===== src/rtl/pulse_rx_pkg.sv =====
// Shared types and constants for the pulse link receiver.
// PULSE_LEN_DEF must match the transmitter's pulse width.
package pulse_rx_pkg;

   typedef enum logic [1:0] {
      ARM  = 2'd0,
      IDLE = 2'd1,
      MEAS = 2'd2
   } state_t;

   localparam int PULSE_LEN_DEF = 3;

endpackage


===== src/rtl/sync_2ff.sv =====
// Two-flop synchronizer for the pulse line. It is only built when PULSE_RX_SYNC_EN is defined.
// Both flops are cleared by the synchronous clr.
`ifdef PULSE_RX_SYNC_EN
module sync_2ff (
   input  logic clk,
   input  logic clr,
   input  logic d,
   output logic q
);

   logic meta;

   always_ff @(posedge clk) begin
      if (clr) begin
         meta <= 1'b0;
         q    <= 1'b0;
      end else begin
         meta <= d;
         q    <= meta;
      end
   end

endmodule
`endif


===== src/rtl/pulse_rx.sv =====
// Pulse line receiver: measures each high run of x and reports it as valid (length PULSE_LEN) or err.
// Define PULSE_RX_SYNC_EN to pass x through a two-flop synchronizer first, which adds 2 clocks of latency.
module pulse_rx
   import pulse_rx_pkg::*;
#(
   parameter int PULSE_LEN = PULSE_LEN_DEF,
   parameter int LEN_W     = 4,
   parameter int CNT_W     = 8
) (
   input  logic             clk,
   input  logic             clr,
   input  logic             x,
   output logic             valid,
   output logic             err,
   output logic             busy,
   output logic [LEN_W-1:0] last_len,
   output logic [CNT_W-1:0] pulse_cnt
);

   localparam logic [LEN_W-1:0] LEN_MAX = '1;
   localparam logic [LEN_W-1:0] LEN_TGT = LEN_W'(PULSE_LEN);
   localparam logic [LEN_W-1:0] LEN_ONE = LEN_W'(1);
   localparam logic [CNT_W-1:0] CNT_ONE = CNT_W'(1);

   logic x_s;

`ifdef PULSE_RX_SYNC_EN
   sync_2ff u_sync (
      .clk (clk),
      .clr (clr),
      .d   (x),
      .q   (x_s)
   );
`else
   assign x_s = x;
`endif

   state_t           state, state_nxt;
   logic [LEN_W-1:0] len, len_nxt;
   logic             valid_nxt, err_nxt, busy_nxt;
   logic [LEN_W-1:0] last_len_nxt;
   logic [CNT_W-1:0] pulse_cnt_nxt;

   always_ff @(posedge clk) begin
      if (clr) begin
         state     <= ARM;
         len       <= '0;
         valid     <= 1'b0;
         err       <= 1'b0;
         busy      <= 1'b0;
         last_len  <= '0;
         pulse_cnt <= '0;
      end else begin
         state     <= state_nxt;
         len       <= len_nxt;
         valid     <= valid_nxt;
         err       <= err_nxt;
         busy      <= busy_nxt;
         last_len  <= last_len_nxt;
         pulse_cnt <= pulse_cnt_nxt;
      end
   end

   // ARM discards any run already in flight at reset by waiting for a low sample.
   always_comb begin
      state_nxt     = state;
      len_nxt       = len;
      valid_nxt     = 1'b0;
      err_nxt       = 1'b0;
      busy_nxt      = busy;
      last_len_nxt  = last_len;
      pulse_cnt_nxt = pulse_cnt;
      case (state)
         ARM: begin
            if (!x_s) state_nxt = IDLE;
         end
         IDLE: begin
            if (x_s) begin
               state_nxt = MEAS;
               len_nxt   = LEN_ONE;
               busy_nxt  = 1'b1;
            end
         end
         MEAS: begin
            if (x_s) begin
               if (len != LEN_MAX) len_nxt = len + LEN_ONE;
            end else begin
               state_nxt    = IDLE;
               busy_nxt     = 1'b0;
               last_len_nxt = len;
               if (len == LEN_TGT) begin
                  valid_nxt     = 1'b1;
                  pulse_cnt_nxt = pulse_cnt + CNT_ONE;
               end else begin
                  err_nxt = 1'b1;
               end
            end
         end
         default: state_nxt = ARM;
      endcase
   end

endmodule


===== config.mk =====
export PLATFORM = sky130hd
export DESIGN_NAME = pulse_rx
export DESIGN_NICKNAME = d
export VERILOG_FILES = /design/src/rtl/pulse_rx_pkg.sv /design/src/rtl/sync_2ff.sv /design/src/rtl/pulse_rx.sv
export SDC_FILE = /design/constraint.sdc
export NUM_CORES = 1
export LEC_CHECK = 0
export BUFFER_PORTS_ARGS = -buffer_cell sky130_fd_sc_hd__buf_2
export CAP_MARGIN = 0
export CELL_PAD_IN_SITES_DETAIL_PLACEMENT = 0
export CELL_PAD_IN_SITES_GLOBAL_PLACEMENT = 1
export CORE_UTILIZATION = 40
export CTS_CLUSTER_DIAMETER = 120
export DETAILED_ROUTE_END_ITERATION = 10
export GPL_ROUTABILITY_DRIVEN = 0
export PLACE_DENSITY = 0.79
export SYNTH_ARGS = -nofsm -noshare
export SYNTH_HDL_FRONTEND = slang
export SYNTH_SLANG_ARGS = --single-unit
export TNS_END_PERCENT = 5

===== constraint.sdc =====
create_clock -name clk -period 2.25 [get_ports clk]
set_input_delay 0.1125 -clock clk [delete_from_list [all_inputs] [get_ports clk]]
set_output_delay 0.1125 -clock clk [all_outputs]
set_load 0.03 [all_outputs]

==> impl_metrics.csv <==
group,metric,value,unit
setup_path,slowest_stage,"or3b_1",
route,drt-total-wl,2.08,mm
setup_path,critPathLaunchType,"register",
yosys,synth_top_family_by_area,"simple AND/OR/NAND/NOR gates",
pwr,p_switching,0.000149,W
pwr,p_leak,0.513,nW
yosys,synth_fp_nets,121,
route,num_vias,898,
yosys,synth_compound_area_share,16.4,%
clocking,cts_sinks,21,
cells_and_area,area_growth,13.2,%
yosys,muxShareOfSynthArea,5.35,%
sta,tns,0,ns
setup_path,max_stage_delay,0.54,ns
sta,relSlewSlack,71.3,%
clocking,clock-root-buffer,"clkbuf_4",
clocking,cts_resized,0,
global_routing,grt_max_degree,26,
global_routing,grt-ovfl-total,0,
setup_path,cp_num_buf_inv,0,
yosys,synth_edf_count,0,
setup_path,path_depth,4,
clocking,htreeDepth,1,
run_status,status,"completed",
floorplanning,coreArea,2480,µm²
setup_path,cp_cell_sequence,"ha_1, or3b_1, nor4_4, mux2_1",
yosys,syn_area,1050,µm²
clocking,hold_buffers,0,
global_routing,grt_pass1_wl,3.43,mm
route,viasPerCell,5.48,
clocking,cts_setup_buffers,0,
placed_design,io_buffers,17,
global_routing,grt_use_total,16.7,%
route,final_antenna_net_count,0,
global_routing,antenna_found_initial,0,
route,post_drt_wl_per_cell,12.7,µm
floorplanning,num_rows,18,
pwr,switching_share,24.6,%
sta,finClkSkew,0.00752,ns
sta,finalCriticalPeriod,1.95,ns
yosys,synth-seq-cells,21,
sta,timing.fmax,512,MHz
pwr,seq_power_share,62.5,%
placed_design,post_dp_cell_area,1160,µm²
pwr,power_density,509,nW/µm²
yosys,yosysSeqAreaShare,40.0,%
setup_path,required,2.45,ns
yosys,synth_top_area_share,40.0,%
pwr,intPower,0.000457,W
yosys,synth_cell_types,40,
worst_hold_path,hold_path_class,"input pin to register",
floorplanning,ioPinCount,18,
clocking,numCtsBuffers,3,
pwr,clkPwrFrac,30.2,%
flow_run,drv_cap,0,
floorplanning,die_w,53.3,µm
yosys,synth_xor_area_share,0.832,%
yosys,ys.flop_type,"dfxtp_1",
global_routing,grt_pass1_vias,759,
setup_path,r2r_cells,4,
setup_path,crit_type,"register to register",
sta,final_max_slew_viol_count,0,
sta,finalSetupViolations,0,
floorplanning,die_y,53.3,µm
pwr,pwr-share-comb,7.2,%
cells_and_area,fin_nets,140,
sta,grt_setup_unrepaired,"no",
yosys,synth_top_area_cell,"dfxtp_1",
floorplanning,fp.dieArea,2840,µm²
yosys,synth_fa_ha_area_share,2.38,%
yosys,synthSimpleGateAreaFrac,29.4,%
route,drtIter0Drc,12,
sta,finalCritPeriodShare,86.8,%
clocking,cts_tree,"yes",
setup_path,cp_top_family,"simple AND/OR/NAND/NOR gates",
route,first_pass_iters,4,
setup_path,worstPathArrival,2.15,ns
clocking,clk_latency,0.30,ns
cells_and_area,stdcell_area,1190,µm²
yosys,synth.avg_cell_area,9.07,µm²
clocking,clk_pin_slew,0.12,ns
setup_path,worstSetupEndpointType,"register",
yosys,syn-instance-count,116,
sta,final-hold-violation-count,0,
cells_and_area,drive_gt1_share,26.9,%
sta,tightest_slew,0.430,ns
floorplanning,start_util,42.5,%
clocking,cts_max_path_buffers,2,
placed_design,dp_hpwl,1.46,mm
setup_path,crit_fanout,9,
cells_and_area,diodes,0,
worst_hold_path,hold_path_depth,2,
route,drc_errors,0,
yosys,postSynth.asyncResetShare,0,%
pwr,irDropWorstVdd,292,µV
yosys,ys_top_cells_by_area,"dfxtp_1 (40%), a21oi_1 (4.3%), mux2_2 (4.3%), nor4_4 (4.0%), nand2_1 (3.9%)",
yosys,yosys_warnings,0,
-- worst reg2reg max path, cell delays in order, from the launching register on --
cell and delay, ns:
dfxtp_1 0.41, ha_1 0.26, or3b_1 0.54, nor4_4 0.30
mux2_1 0.33
-- per-layer routing --
metal  track usage, %  vias up  routed length, µm
met5                0        -                  0
met4             6.58        0                 15
met3             2.59        2                 61
met2             26.0       16                933
met1             22.6      421               1070
li1                 -      459                  -
-- cells in the final DEF (no fill, tap or decap), types with 2 or more instances in the layout --
| master | instances |
|---|---|
| ha_1 | 2 |
| clkbuf_4 | 3 |
| nand3b_1 | 2 |
| nand2_1 | 11 |
| inv_1 | 5 |
| a211oi_1 | 2 |
| nor4_4 | 2 |
| a21oi_1 | 9 |
| dfxtp_1 | 21 |
| nand3_1 | 5 |
| buf_4 | 4 |
| mux2_2 | 4 |
| and3_1 | 2 |
| nand4_1 | 3 |
| buf_2 | 17 |
| nor3_1 | 3 |
| nor2_1 | 6 |
| nor2b_1 | 6 |
| o21ai_0 | 5 |
-- cell type report --
class	count	area (µm²)
Clock inverter	1	5.00
Multi-Input combinational cell	83	572
Fill cell	274	1290
Tap cell	30	37.5
Sequential cell	21	420
Inverter	5	18.8
Timing Repair Buffer	21	115
Clock buffer	3	22.5
-- power by group through the flow --
| stage | registers [W] | logic, W | clock network, W |
|---|---|---|---|
| after floorplan | 0.000391 | 0.0000278 | 0 |
| after global placement | 0.000387 | 0.0000432 | 0 |
| after detailed placement | 0.000388 | 0.0000439 | 0 |
| after CTS | 0.000379 | 0.0000441 | 0.000191 |
| after global routing | 0.000380 | 0.0000487 | 0.000203 |
| final | 0.000379 | 0.0000439 | 0.000183 |
-- through the flow --
step | setup WS [ns] | total power (W) | cells | hold WS (ns) | utilization (%)
after floorplan | 0.484 | 0.000419 | 116 | 0.287 | -
after global placement | 0.350 | 0.000431 | 160 | 0.442 | 47.0
after detailed placement | 0.316 | 0.000431 | 160 | 0.446 | 47.0
after CTS | 0.290 | 0.000614 | 164 | 0.132 | 48.1
after global routing | 0.173 | 0.000632 | 164 | 0.167 | 48.1
final | 0.296 | 0.000606 | 164 | 0.149 | 48.1
-- worst paths after layout --
path / startpoint / endpoint / slack (ns)
worst max register to register: len[0]$_SDFFE_PP0P_ / pulse_cnt[7]$_SDFFE_PP0P_ / 0.30
worst min register to register: last_len[2]$_SDFFE_PP0P_ / last_len[2]$_SDFFE_PP0P_ / 0.46
worst max-delay path: len[0]$_SDFFE_PP0P_ / pulse_cnt[7]$_SDFFE_PP0P_ / 0.30
worst min-delay path: x / state[0]$_SDFFE_PP0P_ / 0.15
-- cell usage after synthesis (all sizes together), types with 2 or more instances --
cell type  count
nor2           6
inv            5
clkbuf         4
nand2         11
and3           2
nand4          3
or3b           2
ha             2
buf            3
nor2b          6
nor3b          2
o21ai          5
mux2           5
dfxtp         21
a21oi          9
nand3          5
a211oi         2
nand3b         2
nor3           3
nor4           2
-- state kept, by name, summed over array words and instances, names as in the netlist --
name / cells
last_len: 4
pulse_cnt: 8
len: 4
err: 1
busy: 1
valid: 1
state: 2
-- logic make-up (layout without fill, tap and decap cells) --
kind of cell             count (synthesis)  in the layout
adder cells (fa/ha/maj)                  2              2
AND/OR/NAND/NOR                         49             49
flip-flops                              21             21
multiplexers                             5              5
buffers and inverters                   12             30
AO/OA/AOI/OAI                           26             26
XOR/XNOR                                 1              1
(Power assumes the default switching activity.)
